`src/rtl/lru_victim_sel_pkg.sv`:
```
`default_nettype none
//==============================================================================
// Package  : lru_pkg
// Brief    : Shared types for the age-counter LRU victim selector.
// Revision : 1.0
//==============================================================================
package lru_pkg;

  // Pending-slot fields are sized from these; module WIDTH/SETW must match.
  localparam int c_LRU_WIDTH = 3;
  localparam int c_LRU_SETW  = 6;

  typedef logic [c_LRU_WIDTH-1:0] lru_age_t;

  typedef struct packed {
    logic                  valid;
    logic [c_LRU_SETW-1:0] set;
    lru_age_t              way;
  } lru_pend_t;

  typedef enum logic [1:0] {
    ST_IDLE  = 2'd0,
    ST_PICK  = 2'd1,
    ST_OFFER = 2'd2
  } lru_vsel_state_t;

endpackage
`default_nettype wire

```
`src/rtl/lru_victim_sel_oldest_find.sv`:
```
`default_nettype none
//==============================================================================
// Module   : lru_oldest_find
// Brief    : Combinational max-age finder with exclude mask; ties -> lowest way.
// Revision : 1.0
//==============================================================================
module lru_oldest_find
  import lru_pkg::*;
#(
  parameter int WIDTH = c_LRU_WIDTH
) (
  input  logic [(1<<WIDTH)*WIDTH-1:0] ages,
  input  logic [(1<<WIDTH)-1:0]       excl,
  output logic [WIDTH-1:0]            oldWay,
  output logic                        anyValid
);

  localparam int c_WAYS = 1 << WIDTH;

  logic             w_found;
  logic [WIDTH-1:0] w_bestAge;
  logic [WIDTH-1:0] w_bestWay;

  // Strict '>' keeps the first (lowest-index) way among equal ages.
  always_comb begin
    w_found   = 1'b0;
    w_bestAge = '0;
    w_bestWay = '0;
    for (int k = 0; k < c_WAYS; k++) begin
      if (!excl[k] && (!w_found || (ages[k*WIDTH +: WIDTH] > w_bestAge))) begin
        w_found   = 1'b1;
        w_bestAge = ages[k*WIDTH +: WIDTH];
        w_bestWay = WIDTH'(k);
      end
    end
  end

  assign oldWay   = w_bestWay;
  assign anyValid = w_found;

endmodule
`default_nettype wire

```
`src/rtl/lru_victim_sel.sv`:
```
`default_nettype none
//==============================================================================
// Module   : lru_victim_sel
// Brief    : Picks LRU victim ways for misses, tracks pending refills and
//            requests MRU promotion on refill completion.
//            Optional stats counters: define LRU_VICTIM_STATS_EN.
// Revision : 1.0
//==============================================================================
module lru_victim_sel
  import lru_pkg::*;
#(
  parameter int WIDTH = c_LRU_WIDTH,
  parameter int SETW  = c_LRU_SETW,
  parameter int NPEND = 4,
  parameter int PIDW  = 2
) (
  input  logic                        clk,
  input  logic                        rst_n,
  input  logic                        req_valid,
  output logic                        req_ready,
  input  logic [SETW-1:0]             req_set,
  input  logic [(1<<WIDTH)*WIDTH-1:0] req_lru,
  output logic                        vic_valid,
  input  logic                        vic_ready,
  output logic [SETW-1:0]             vic_set,
  output logic [WIDTH-1:0]            vic_way,
  output logic [PIDW-1:0]             vic_id,
  input  logic                        fill_done,
  input  logic [PIDW-1:0]             fill_id,
  output logic                        upd_en,
  output logic [SETW-1:0]             upd_set,
  output logic [WIDTH-1:0]            upd_way
`ifdef LRU_VICTIM_STATS_EN
  ,
  output logic [31:0]                 stat_picks,
  output logic [31:0]                 stat_stall
`endif
);

  localparam int c_WAYS = 1 << WIDTH;

  lru_vsel_state_t             r_state;
  lru_vsel_state_t             w_nextState;
  logic                        r_live;
  logic [SETW-1:0]             r_reqSet;
  logic [c_WAYS*WIDTH-1:0]     r_reqLru;
  lru_pend_t                   r_pend [NPEND];
  logic [SETW-1:0]             r_vicSet;
  logic [WIDTH-1:0]            r_vicWay;
  logic [PIDW-1:0]             r_vicId;
  logic                        r_updEn;
  logic [SETW-1:0]             r_updSet;
  logic [WIDTH-1:0]            r_updWay;

  logic                        w_anyFree;
  logic [PIDW-1:0]             w_freeId;
  logic [c_WAYS-1:0]           w_excl;
  logic [WIDTH-1:0]            w_oldWay;
  logic                        w_oldAny;
  logic                        w_fillHit;
  logic [SETW-1:0]             w_fillSet;
  logic [WIDTH-1:0]            w_fillWay;
  logic                        w_reqReady;
  logic                        w_vicValid;
  logic                        w_alloc;
  logic                        w_reqFire;
  logic                        w_vicFire;

  // All slot decisions look at the registered table only, so a slot being
  // retired this cycle still excludes its way and is never re-allocated yet.
  always_comb begin
    w_anyFree = 1'b0;
    w_freeId  = '0;
    for (int i = NPEND - 1; i >= 0; i--) begin
      if (!r_pend[i].valid) begin
        w_anyFree = 1'b1;
        w_freeId  = PIDW'(i);
      end
    end
  end

  always_comb begin
    w_excl = '0;
    for (int i = 0; i < NPEND; i++) begin
      if (r_pend[i].valid && (r_pend[i].set == r_reqSet)) begin
        w_excl[r_pend[i].way] = 1'b1;
      end
    end
  end

  always_comb begin
    w_fillHit = 1'b0;
    w_fillSet = '0;
    w_fillWay = '0;
    for (int i = 0; i < NPEND; i++) begin
      if (fill_done && (fill_id == PIDW'(i)) && r_pend[i].valid) begin
        w_fillHit = 1'b1;
        w_fillSet = r_pend[i].set;
        w_fillWay = r_pend[i].way;
      end
    end
  end

  lru_oldest_find #(
    .WIDTH (WIDTH)
  ) u_oldestFind (
    .ages     (r_reqLru),
    .excl     (w_excl),
    .oldWay   (w_oldWay),
    .anyValid (w_oldAny)
  );

  always_ff @(posedge clk or negedge rst_n) begin
    if (!rst_n) begin
      r_state <= ST_IDLE;
      r_live  <= 1'b0;
    end else begin
      r_state <= w_nextState;
      r_live  <= 1'b1;
    end
  end

  always_comb begin
    w_nextState = r_state;
    case (r_state)
      ST_IDLE:  if (w_reqFire) w_nextState = ST_PICK;
      ST_PICK:  if (w_oldAny) w_nextState = ST_OFFER;
      ST_OFFER: if (w_vicFire) w_nextState = w_reqFire ? ST_PICK : ST_IDLE;
      default:  w_nextState = ST_IDLE;
    endcase
  end

  // Accepting in OFFER lets a new miss overlap the outgoing victim handshake.
  always_comb begin
    w_reqReady = 1'b0;
    w_vicValid = 1'b0;
    w_alloc    = 1'b0;
    case (r_state)
      ST_IDLE:  w_reqReady = r_live && w_anyFree;
      ST_PICK:  w_alloc = w_oldAny;
      ST_OFFER: begin
        w_vicValid = 1'b1;
        w_reqReady = vic_ready && w_anyFree;
      end
      default: ;
    endcase
  end

  assign w_reqFire = req_valid && w_reqReady;
  assign w_vicFire = w_vicValid && vic_ready;

  always_ff @(posedge clk or negedge rst_n) begin
    if (!rst_n) begin
      r_reqSet <= '0;
      r_reqLru <= '0;
      r_vicSet <= '0;
      r_vicWay <= '0;
      r_vicId  <= '0;
      for (int i = 0; i < NPEND; i++) begin
        r_pend[i] <= '0;
      end
    end else begin
      if (w_reqFire) begin
        r_reqSet <= req_set;
        r_reqLru <= req_lru;
      end
      if (w_alloc) begin
        r_vicSet <= r_reqSet;
        r_vicWay <= w_oldWay;
        r_vicId  <= w_freeId;
      end
      for (int i = 0; i < NPEND; i++) begin
        if (w_fillHit && (fill_id == PIDW'(i))) begin
          r_pend[i].valid <= 1'b0;
        end
        if (w_alloc && (w_freeId == PIDW'(i))) begin
          r_pend[i] <= '{valid: 1'b1, set: r_reqSet, way: w_oldWay};
        end
      end
    end
  end

  always_ff @(posedge clk or negedge rst_n) begin
    if (!rst_n) begin
      r_updEn  <= 1'b0;
      r_updSet <= '0;
      r_updWay <= '0;
    end else begin
      r_updEn <= w_fillHit;
      if (w_fillHit) begin
        r_updSet <= w_fillSet;
        r_updWay <= w_fillWay;
      end
    end
  end

  assign req_ready = w_reqReady;
  assign vic_valid = w_vicValid;
  assign vic_set   = r_vicSet;
  assign vic_way   = r_vicWay;
  assign vic_id    = r_vicId;
  assign upd_en    = r_updEn;
  assign upd_set   = r_updSet;
  assign upd_way   = r_updWay;

`ifdef LRU_VICTIM_STATS_EN
  logic [31:0] r_statPicks;
  logic [31:0] r_statStall;
  logic        w_stallCyc;

  assign w_stallCyc = ((r_state == ST_PICK) && !w_oldAny) ||
                      ((r_state == ST_IDLE) && req_valid && !w_anyFree);

  always_ff @(posedge clk or negedge rst_n) begin
    if (!rst_n) begin
      r_statPicks <= '0;
      r_statStall <= '0;
    end else begin
      if (w_vicFire && (r_statPicks != '1)) r_statPicks <= r_statPicks + 32'd1;
      if (w_stallCyc && (r_statStall != '1)) r_statStall <= r_statStall + 32'd1;
    end
  end

  assign stat_picks = r_statPicks;
  assign stat_stall = r_statStall;
`endif

endmodule
`default_nettype wire

```
`config.mk`:
```
export PLATFORM = sky130hd
export DESIGN_NAME = lru_victim_sel
export DESIGN_NICKNAME = d
export VERILOG_FILES = /design/src/rtl/lru_victim_sel_pkg.sv /design/src/rtl/lru_victim_sel_oldest_find.sv /design/src/rtl/lru_victim_sel.sv
export SDC_FILE = /design/constraint.sdc
export NUM_CORES = 1
export LEC_CHECK = 0
export ABC_AREA = 1
export BUFFER_PORTS_ARGS = -buffer_cell sky130_fd_sc_hd__buf_2
export CORE_MARGIN = 10
export CORE_UTILIZATION = 45
export DETAILED_ROUTE_END_ITERATION = 10
export PLACE_DENSITY = 0.75
export SLEW_MARGIN = 20
export SYNTH_ARGS = -nofsm -noshare
export SYNTH_HDL_FRONTEND = slang
export SYNTH_HIERARCHICAL = 1
export SYNTH_SLANG_ARGS = --single-unit
```
`constraint.sdc`:
```
create_clock -name clk -period 24.8 [get_ports clk]
set_clock_uncertainty 0.2 [all_clocks]
set_input_delay 6.2 -clock clk [delete_from_list [all_inputs] [get_ports clk]]
set_output_delay 6.2 -clock clk [all_outputs]
set_load 0.02 [all_outputs]
```
* Word level (Yosys, flattened, before mapping)
Cells that the tools add are included.
** Word-level totals
- Register bits :: 94
- Output and inout bits :: 23
- Logic and storage cells :: 188
** Cells by class
- Magnitude comparators :: 15
- Equal/unequal tests :: 15
- Mux-type cells :: 70
- Bitwise logic cells :: 3
- Reduce and logical (&&, ||, !) cells :: 63
** Operator list (number)
- $mux 3 :: 15
- $mux 10 :: 4
- $logic_and 1x1->1 :: 35
- $mux 8 :: 4
- $mux 1 :: 28
- $eq 6x6->1 :: 4
- $mux 6 :: 4
- $or 8x8->8 :: 3
- $gt 3x3->1 :: 7
- $mux 2 :: 9
- $lt 3x4->1 const B :: 4
- $logic_not 1->1 :: 13
- $demux 1 s3 :: 4
- $ge 3x1->1 const B :: 4
- $eq 2x2->1 const B :: 5
- $reduce_bool 2->1 :: 4
- $logic_or 1x1->1 :: 7
- $eq 2x1->1 const B :: 3
- $logic_not 2->1 :: 3
- $ne 2x2->1 const B :: 3
- $pmux 2 s3 :: 1
- $reduce_and 3->1 :: 1
- $pmux 1 s2 :: 1

* Longest topological paths before layout
Gate-level depths: netlist of run 1.
- Depth after elaboration :: 43
- Gate-level depth with buffers :: 75
- Gate-level depth less buffers :: 75

* Cells and area by module
The synthesis of run 1 kept the hierarchy.
** Modules (own cells, without submodules)
- lru_victim_sel :: instances 1, cells an instance 590, area an instance 4576.9 um2
- lru_oldest_find :: instances 1, cells an instance 175, area an instance 953.4 um2

* Least setup slack after synthesis of run 1
OpenSTA, ideal clock, no wires.
- Kind :: input port to output port
- From :: in vic_ready
- To :: out req_ready
- Data arrival time :: 6.620 ns
- Required time :: 18.400 ns
- Setup slack :: 11.780 ns
- Stages on the path :: 3
- Cells stage by stage :: nor2_1 > a31oi_1 > and2_1
** Between the ends
- Cells in the longest elaborated chain, start to end :: 2
** RTL lines
- from (decl) :: line lru_victim_sel.sv:24 : input logic vic_ready,
- $logic_and 1x1->1 :: line lru_victim_sel.sv:143 : w_reqReady = vic_ready && w_anyFree;
- $pmux 1 s2 :: line lru_victim_sel.sv:138 : case (r_state)
- to (decl) :: line lru_victim_sel.sv:20 : output logic req_ready,
No other way between the ends.

* Final worst setup path of run 1
Same ends and word-level chain as after synthesis.

==> run summary, run 1 <==
status: completed
CTS tree: yes
Main synth FF type: dfrtp_1
Fmax achieved: 74.9 MHz
R2R Path Start: r_reqSet[3]$_DFFE_PN0P_
Netlist cell types: 33
global-route wire length before repair: 22,300 µm
Final Hold Fails: 0
synthesized cell area: 0.00553 mm²
I/O Pins: 60
Arrival @ worst endpoint: 6.94 ns
Routed Wire Length: 13,400 µm
largest net degree at the start of global routing: 70
Slew @ Worst Pin: 0.857 ns
buffers and inverters on the worst path: 2
Root Buffer Master: clkbuf_16
Setup crit start: vic_ready
endpoint class of the critical path: output pin
main area contributors after synthesis: dfrtp_1 (43%), nand2_1 (16%), inv_1 (7.7%)
Post CTS Setup Buffer Count: 0
fraction of layout cells with a size suffix above 1: 13.9%
synthesized instance count: 765
sequential cell area fraction in the yosys report: 42.5%
most frequent cells after synthesis: nand2_1 (234), inv_1 (114), dfrtp_1 (94)
Placeable Area: 0.0120 mm²
gpl congestion: 0.922
Slew Viols, Final: 0
most common cell in the netlist: nand2_1
Final setup viols: 0
DRC Markers: 0
CTS hold repair buffers: 0
P&R area growth vs syn: 13.2%
met2 capacity usage during global routing: 24.1%
IO buf count: 59
Post-Syn Nets: 823
most used cell, CP: buf_2
syn_area_per_cell: 7.23 µm²
Vias: 4,952
Max-Slew Margin vs Limit: 42.9%
post-route ant nets: 0
post-route setup TNS: 0 ns
number of diodes: 0
full die area: 0.0171 mm²
critical setup path kind: primary input to output pin
Tcrit/Tclk final: 53.8%
drt via density: 5.09
ys async rst share: 100%
gr ovfl total: 0
min Tclk post-route: 13.34 ns
vias in the first global route: 4,560
RSZ-0062 raised after global routing: false
HPWL Detailed: 10,100 µm
Max Cap Viol: 0
Worst Path Required: 18.40 ns
H-tree depth: 3
top-area cell type share of the netlist area: 42.5%
CTS Sinks: 94
cell family with most CP delay: compound AO/OA/AOI/OAI gates
met3 Usage GRT: 3.75%
min-delay src: upd_way[0]$_DFFE_PN0N_
site row count: 40
Seq cells post-synth: 94
Num CTS Buffers: 9
CP Launch Type: primary input
met1 usage: 22.8%
sequence of cells on the critical path: buf_2, nor2_1, a31oi_1, and2_1, buf_2
Die Wd: 131 µm
wire per inst: 13.8 µm
crit path max fanout: 2
drt pass-1 iters: 5
Final #Nets: 880
YS warnings: 6
clk_lat worst skew: 0.35 ns
EDFF count, synth: 0
GR Util All Layers: 16.3%
post_cts resized: 0
initial antenna violation count: 0
CTS Buffer Depth: 2
Min-Delay Path Class: register to register
Reg clk slew, reported paths: 0.06 ns
Die H: 131 µm
crit path max-delay cell type: a31oi_1
initial DRC count: 378
biggest area consumer among synthesized cells: dfrtp_1
grt peak-use layer: met2
initial cell density of the core: 46.0%
critical path's largest stage delay: 0.28 ns
state kept, by name, indices dropped and copies added, names as in the netlist:
name,cells
r_pend,40
r_reqLru,24
r_reqSet,6
upd_set,6
vic_set,6
upd_way,3
vic_way,3
r_state,2
vic_id,2
r_live,1
upd_en,1
path summary, 6_finish.rpt:
check / depth (start not counted) / endpoint / slack, ns
hold reg to reg: 2 / upd_way[0]$_DFFE_PN0N_ / 0.27
setup reg to reg: 71 / r_pend[12]$_DFFE_PN0P_ / 15.10
max in group asynchronous: 2 / r_reqLru[16]$_DFFE_PN0P_ / 17.69
setup / recovery: 5 / req_ready / 11.46
hold / removal: 2 / upd_way[0]$_DFFE_PN0N_ / 0.27
min in group asynchronous: 1 / r_reqSet[3]$_DFFE_PN0P_ / 5.54
logic make-up after synthesis:
| group | count (synthesis) | synth area share (%) |
|---|---|---|
| AND/OR/NAND/NOR | 386 | 31.2 |
| buffers and inverters | 143 | 10.2 |
| AO/OA/AOI/OAI | 120 | 11.2 |
| flip-flops | 94 | 42.5 |
| adder cells (fa/ha/maj) | 21 | 4.75 |
| other | 1 | 0.0678 |
area by class of cell:
class	instances	area, µm²
Inverter	129	484
Multi-Input combinational cell	528	2630
Sequential cell	94	2350
Clock buffer	9	225
Fill cell	1214	5750
Timing Repair Buffer	60	305
Clock inverter	5	85.1
Tap cell	147	184
layout by cell type (no fill, tap or decap):
cell type,netlist,routed
o211ai_1,1,1
nand3_1,58,57
o22ai_1,5,5
a21o_1,1,1
nand2_2,6,6
bufinv_16,0,2
o21ai_0,54,54
or2_1,2,2
clkinv_4,0,1
and2_1,10,10
nor3_4,2,2
nor2_8,1,1
o21ai_2,1,1
inv_2,15,15
nand4_1,20,20
a21oi_2,1,1
nand2_1,234,234
nor3_2,1,1
clkinv_2,0,1
buf_2,7,58
a21oi_1,17,17
ha_1,21,21
buf_4,1,2
nor2_2,8,8
nand3_2,3,3
nand3_4,0,1
clkbuf_16,0,9
nor3_1,2,2
inv_8,0,1
dfrtp_1,94,94
nor2_4,2,2
or2_0,2,2
conb_1,1,1
inv_1,114,114
o21ai_1,38,38
a31oi_1,2,2
nor2_1,35,35
metrics by stage:
stage	cell area (µm²)	hold slack, ns	instances	worst slack (ns)	utilization [%]
3_3_place_gp	5940	0.255	958	11.58	49.5
6_report	6260	0.273	972	11.46	52.1
3_5_place_dp	5940	0.263	958	11.56	49.5
4_1_cts	6250	0.280	972	11.56	52.1
2_1_floorplan	5530	0.259	765	11.78	-
5_1_grt	6260	0.301	972	11.43	52.1
routing by layer:
metal | vias up | routed length, µm
met2 | 151 | 5890
li1 | 2544 | -
met3 | 15 | 940
met4 | 0 | 174
met5 | - | 0
met1 | 2242 | 6360
tightest hold or removal path, cell delays in order (launching register included):
cell	delay, ns
dfrtp_1	0.34
nand2_1	0.05
nand2_1	0.05
Power of run 1 is not shown: default switching activity piles up to over one toggle a cycle in this logic, so the estimate is an artifact.
==> run 2: changes to the inputs <==
ABC_AREA = 0   (was 1)
PLACE_DENSITY = 0.77   (was 0.75)
clock period = 11.4 ns   (was 24.8 ns; I/O delays follow)
==> run 2 against run 1 <==
Core utilization is 0.51 points higher; die area up 1.8%; cell area grew 2.2%; first-iteration DRC count fell by 17%; critical path depth grew 45; sequential cell count did not move.
==> run summary, run 2 <==
min Tclk post-route: 10.74 ns
ys async rst share: 100% (unchanged)
EDFF count, synth: 0 (unchanged)
cells on worst reg2reg path: 50 (was 71)
post-place setup slack: 0.0371 ns (was 11.56 ns)
FF/Latch Area: 0.00236 mm² (was 0.00235 mm²)
Max-Slew Margin vs Limit: 35.4% (was 42.9%)
number of diodes: 0 (unchanged)
most used cell, CP: ha_1 (was buf_2)
most frequent cells in the layout: dfrtp_1 (88), mux2_2 (74), buf_2 (58) (was nand2_1 (234), inv_1 (114), dfrtp_1 (94))
wire per inst: 19.2 µm (was 13.8 µm)
YS warnings: 6 (unchanged)
Final setup viols: 0 (unchanged)
P&R area growth vs syn: 13.3% (was 13.2%)
largest net degree at the start of global routing: 58 (was 70)
I/O Pins: 60 (unchanged)
Vias: 4,257 (was 4,952)
clk_lat worst skew: 0.36 ns (was 0.35 ns)
vias in the first global route: 4,403 (was 4,560)
Worst Path Required: 11.44 ns (was 18.40 ns)
status: completed (unchanged)
Slew @ Worst Pin: 0.965 ns (was 0.857 ns)
Root Buffer Master: clkbuf_16 (unchanged)
Post-Syn Nets: 580 (was 823)
most frequent cells after synthesis: dfrtp_1 (94), mux2_2 (74), nor2_1 (29) (was nand2_1 (234), inv_1 (114), dfrtp_1 (94))
Final Util: 52.6% (was 52.1%)
CTS hold repair buffers: 0 (unchanged)
CTS tree: yes (unchanged)
met3 Usage GRT: 4.88% (was 3.75%)
endpoint class of the critical path: register (was output pin)
Min-Delay Path Class: register to register (unchanged)
met1 usage: 19.2% (was 22.8%)
top-area cell type share of the netlist area: 41.6% (was 42.5%)
Top Registers: r_pend: 40 flops, r_reqLru: 24 flops (unchanged)
Routed Wire Length: 14,400 µm (was 13,400 µm)
area of the multi-input gates: 0.00311 mm² (was 0.00263 mm²)
Die H: 132 µm (was 131 µm)
Reg clk slew, reported paths: 0.06 ns (about the same)
leading cell type in the layout, fill and taps excluded: dfrtp_1 (was nand2_1)
DRC Markers: 0 (unchanged)
largest register by flop count: r_pend (unchanged)
FF-to-FF End: r_pend[11]$_DFFE_PN0P_ (was r_pend[12]$_DFFE_PN0P_)
synthesized cell area: 0.00565 mm² (was 0.00553 mm²)
IO buf count: 59 (unchanged)
critical path's largest stage delay: 0.49 ns (was 0.28 ns)
CP Capture Point: r_pend[11]$_DFFE_PN0P_ (was req_ready)
Netlist cell types: 73 (was 33)
Final Hold Fails: 0 (unchanged)
max reg flops: 40 (unchanged)
Fillers: 1,080 (was 1,214)
Placeable Area: 0.0122 mm² (was 0.0120 mm²)
setup ws final: 0.658 ns (was 11.46 ns)
syn_area_per_cell: 10.8 µm² (was 7.23 µm²)
Max Cap Viol: 0 (unchanged)
global-route wire length before repair: 22,900 µm (was 22,300 µm)
Inst Count DP: 727 (was 958)
Setup crit start: r_reqSet[4]$_DFFE_PN0P_ (was vic_ready)
CTS Sinks: 94 (unchanged)
grt peak-use layer: met2 (unchanged)
biggest area consumer among synthesized cells: dfrtp_1 (unchanged)
Die Wd: 132 µm (was 131 µm)
met2 capacity usage during global routing: 27.1% (was 24.1%)
most common cell in the netlist: dfrtp_1 (was nand2_1)
WHS: 0.283 ns (was 0.273 ns)
post-route ant nets: 0 (unchanged)
R2R Path Start: r_reqSet[4]$_DFFE_PN0P_ (was r_reqSet[3]$_DFFE_PN0P_)
crit path max-delay cell type: dfrtp_2 (was a31oi_1)
initial DRC count: 312 (was 378)
CTS Buffer Depth: 2 (unchanged)
Slew Viols, Final: 0 (unchanged)
Final #Nets: 633 (was 880)
Tcrit/Tclk final: 94.2%
crit path max fanout: 10 (was 2)
gr ovfl total: 0 (unchanged)
H-tree depth: 3 (unchanged)
critical setup path kind: register to register (was primary input to output pin)
synthesized instance count: 522 (was 765)
R2R Setup Slk: 0.66 ns (was 15.10 ns)
site row count: 40 (unchanged)
initial antenna violation count: 0 (unchanged)
full die area: 0.0174 mm² (was 0.0171 mm²)
sequential cell area fraction in the yosys report: 41.6% (was 42.5%)
initial cell density of the core: 46.5% (was 46.0%)
Post-Layout Cell Count: 747 (was 972)
HPWL Detailed: 10,700 µm (was 10,100 µm)
fraction of layout cells with a size suffix above 1: 34.0% (was 13.9%)
drt pass-1 iters: 4 (was 5)
Seq cells post-synth: 94 (unchanged)
drt via density: 5.70 (was 5.09)
GR Util All Layers: 16.1% (was 16.3%)
Num CTS Buffers: 9 (unchanged)
Arrival @ worst endpoint: 10.78 ns (was 6.94 ns)
main area contributors after synthesis: dfrtp_1 (42%), mux2_2 (15%), ha_1 (4.7%) (was dfrtp_1 (43%), nand2_1 (16%), inv_1 (7.7%))
gpl congestion: 0.957 (was 0.922)
CP Launch Type: register (was primary input)
Main synth FF type: dfrtp_1 (unchanged)
Fmax achieved: 93.1 MHz
run 2: worst min-delay path by stage:
stage | end | start | cells after the start
2_1_floorplan | r_reqLru[21]$_DFFE_PN0P_ | r_reqLru[21]$_DFFE_PN0P_ | 1
3_3_place_gp | vic_id[1]$_DFFE_PN0P_ | vic_id[1]$_DFFE_PN0P_ | 1
3_5_place_dp | vic_id[1]$_DFFE_PN0P_ | vic_id[1]$_DFFE_PN0P_ | 1
4_1_cts | vic_id[1]$_DFFE_PN0P_ | vic_id[1]$_DFFE_PN0P_ | 1
5_1_grt | vic_id[1]$_DFFE_PN0P_ | vic_id[1]$_DFFE_PN0P_ | 1
6_report | vic_id[1]$_DFFE_PN0P_ | vic_id[1]$_DFFE_PN0P_ | 1
run 2: worst max-delay path: cells and delay by family, from the launching register on:
| family | cells | cell delay [ns] |
|---|---|---|
| buffers and inverters | 2 | 0.23 |
| muxes | 2 | 0.53 |
| AOI/OAI and AO/OA | 26 | 4.54 |
| and+or+nand+nor | 12 | 2.42 |
| adders and majority gates | 7 | 1.99 |
| DFF | 1 | 0.49 |
| xor gates and xnor gates | 1 | 0.22 |
run 2: routing by layer:
metal / up-vias / wire length, µm
li1: 2022 / -
met1: 2137 / 6260
met2: 87 / 7220
met3: 11 / 710
met4: 0 / 160
met5: - / 0
run 2: metrics by stage:
stage,instance area [µm²],TNS (ns)
3_3_place_gp,6010,0
6_report,6400,0
2_1_floorplan,5650,0
3_5_place_dp,6010,0
4_1_cts,6300,0
5_1_grt,6400,-0.240
run 2: cell families (layout without fill, tap and decap cells):
kind of cell | Yosys count | in the layout | synth area share (%)
flops | 94 | 94 | 41.6
xor+xnor | 24 | 24 | 3.72
compound gates | 96 | 96 | 12.3
buf+inv | 42 | 99 | 4.36
fa+ha+maj | 21 | 21 | 4.65
other cells | 1 | 1 | 0.0664
mux | 79 | 79 | 15.7
simple gates | 165 | 165 | 17.6
run 2: final cells by class:
type / count / share of cell area, %
Tap cell: 168 / 3.28
Multi-Input combinational cell: 386 / 48.6
Clock buffer: 10 / 3.58
Inverter: 15 / 0.879
Timing Repair Buffer: 69 / 5.82
Sequential cell: 94 / 36.9
Clock inverter: 5 / 0.938
run 2: repair_timing:
| action | 4_1_cts | 5_1_grt |
|---|---|---|
| resized for setup | 0 | 17 |
| setup endpoints to repair | 0 | 15 |
| buffers inserted | 0 | 5 |
Power of run 2 is left out for the same reason.
==> run 3: changes to the inputs <==
GPL_TIMING_DRIVEN = 0   (was not set)
RECOVER_POWER = 50   (was not set)
REMOVE_ABC_BUFFERS = 1   (was not set)
==> run 3 against run 2 <==
The flow now finishes with violations (capacitance limit, slew limit); sequential share of layout area down 0.26 points; register-to-register slack worse by 0.23 ns; global-route usage fell by 0.10 points; fmax decreased by 2.1%.
==> run summary, run 3 (synthesis results as in run 2) <==
initial DRC count: 249 (was 312)
initial antenna violation count: 0 (unchanged)
min Tclk post-route: 10.97 ns (was 10.74 ns)
Reg clk slew, reported paths: 0.07 ns (was 0.06 ns)
setup ws final: 0.429 ns (was 0.658 ns)
Tcrit/Tclk final: 96.2% (was 94.2%)
wire per inst: 18.9 µm (was 19.2 µm)
Slew Viols, Final: 97 (was 0)
post-place setup slack: -0.265 ns (was 0.0371 ns)
fraction of layout cells with a size suffix above 1: 33.5% (was 34.0%)
Num CTS Buffers: 9 (unchanged)
critical path's largest stage delay: 0.49 ns (about the same)
Root Buffer Master: clkbuf_16 (unchanged)
status: complete, but fails checks (was completed)
Fillers: 1,086 (was 1,080)
vias in the first global route: 4,482 (was 4,403)
most used cell, CP: ha_1 (unchanged)
most frequent cells in the layout: dfrtp_1 (88), mux2_2 (74), buf_2 (49) (was dfrtp_1 (88), mux2_2 (74), buf_2 (58))
clk_lat worst skew: 0.34 ns (was 0.36 ns)
I/O Pins: 60 (unchanged)
Max Cap Viol: 2 (was 0)
drt via density: 5.84 (was 5.70)
Placeable Area: 0.0122 mm² (unchanged)
site row count: 40 (unchanged)
IO buf count: 59 (unchanged)
Die Wd: 132 µm (unchanged)
Min-Delay Path Class: register to register (unchanged)
largest register by flop count: r_pend (unchanged)
Worst Path Required: 11.43 ns (was 11.44 ns)
Fmax achieved: 91.2 MHz (was 93.1 MHz)
gpl congestion: 0.895 (was 0.957)
leading cell type in the layout, fill and taps excluded: dfrtp_1 (unchanged)
design area: 0.00645 mm² (was 0.00640 mm²)
Final setup viols: 0 (unchanged)
Routed Wire Length: 14,100 µm (was 14,400 µm)
global-route wire length before repair: 23,100 µm (was 22,900 µm)
gr ovfl total: 0 (unchanged)
initial cell density of the core: 46.5% (unchanged)
Final Hold Fails: 0 (unchanged)
crit path max fanout: 10 (unchanged)
max reg flops: 40 (unchanged)
Vias: 4,377 (was 4,257)
critical setup path kind: register to register (unchanged)
Final #Nets: 635 (was 633)
DP Area: 0.00601 mm² (about the same)
CP Launch Type: register (unchanged)
post-route ant nets: 0 (unchanged)
Slew @ Worst Pin: 3.32 ns (was 0.965 ns)
number of diodes: 0 (unchanged)
largest net degree at the start of global routing: 64 (was 58)
GR Util All Layers: 16.0% (was 16.1%)
crit path max-delay cell type: dfrtp_2 (unchanged)
CTS Buffer Depth: 2 (unchanged)
Arrival @ worst endpoint: 11.00 ns (was 10.78 ns)
DRC Markers: 0 (unchanged)
P&R area growth vs syn: 14.1% (was 13.3%)
failing checks: capacitance limit, slew limit
CTS tree: yes (unchanged)
H-tree depth: 3 (unchanged)
Max-Slew Margin vs Limit: -121% (was 35.4%)
drt pass-1 iters: 5 (was 4)
post-route setup TNS: 0 ns (unchanged)
Die H: 132 µm (unchanged)
endpoint class of the critical path: register (unchanged)
HPWL Detailed: 10,100 µm (was 10,700 µm)
CTS Sinks: 94 (unchanged)
full die area: 0.0174 mm² (unchanged)
Top Registers: r_pend: 40 flops, r_reqLru: 24 flops (unchanged)
run 3: cell types whose count changed in the layout (fill, tap and decap cells not counted), moves of 3 or more:
| cell | change |
|---|---|
| buf_2 | -9 |
| clkbuf_1 | +11 |
| a21oi_2 | +3 |
| a21oi_1 | -3 |
run 3: layout make-up:
class	instances	area (µm²)	share of cell area, %
inverters	15	56.3	0.873
multi-input cells	386	3140	48.7
clock inverters	5	63.8	0.990
repair buffers	71	373	5.78
well taps	168	210	3.26
flip-flops and latches	94	2360	36.6
clock buffers	11	243	3.76
run 3: through the flow:
step,hold WS [ns],instances,util [%]
2_1_floorplan,0.264,495,-
3_5_place_dp,0.268,724,49.4
4_1_cts,0.284,740,52.1
3_3_place_gp,0.262,722,49.0
6_report,0.282,750,53.0
5_1_grt,0.315,750,53.0
run 3: final timing paths:
kind | startpoint | endpoint | slack (ns) | cells after the start
max | r_reqSet[2]$_DFFE_PN0P_ | r_pend[1]$_DFFE_PN0P_ | 0.43 | 51
min | vic_id[0]$_DFFE_PN0P_ | vic_id[0]$_DFFE_PN0P_ | 0.28 | 2
max reg2reg | r_reqSet[2]$_DFFE_PN0P_ | r_pend[1]$_DFFE_PN0P_ | 0.43 | 51
min reg2reg | vic_id[0]$_DFFE_PN0P_ | vic_id[0]$_DFFE_PN0P_ | 0.28 | 2
max in group asynchronous | rst_n | r_reqSet[1]$_DFFE_PN0P_ | 4.11 | 2
min in group asynchronous | rst_n | r_reqLru[15]$_DFFE_PN0P_ | 2.76 | 1
run 3: worst max-delay path: cells and delay by family, from the launching register on:
kind	cells	cell delay, ns
mux	2	0.56
compound gates	23	4.19
buf+inv	3	0.34
simple gates	15	2.79
xor+xnor	1	0.19
flops	1	0.49
fa+ha+maj	7	2.07
run 3: per-layer routing:
layer  share of wire, %  up-vias  track usage [%]
met5                  0        -                0
met4                2.3        0             5.56
met3                5.4       29             3.93
met2                 50      142             27.6
met1                 42     2183             18.9
li1                   -     2023                -
run 3: what timing repair did:
action	4_1_cts	5_1_grt
setup endpoints to repair	15	15
gates resized for setup	4	20
buffers inserted	0	9
hold buffers	0	0
pin swaps	0	5
Power of run 3 is left out for the same reason.
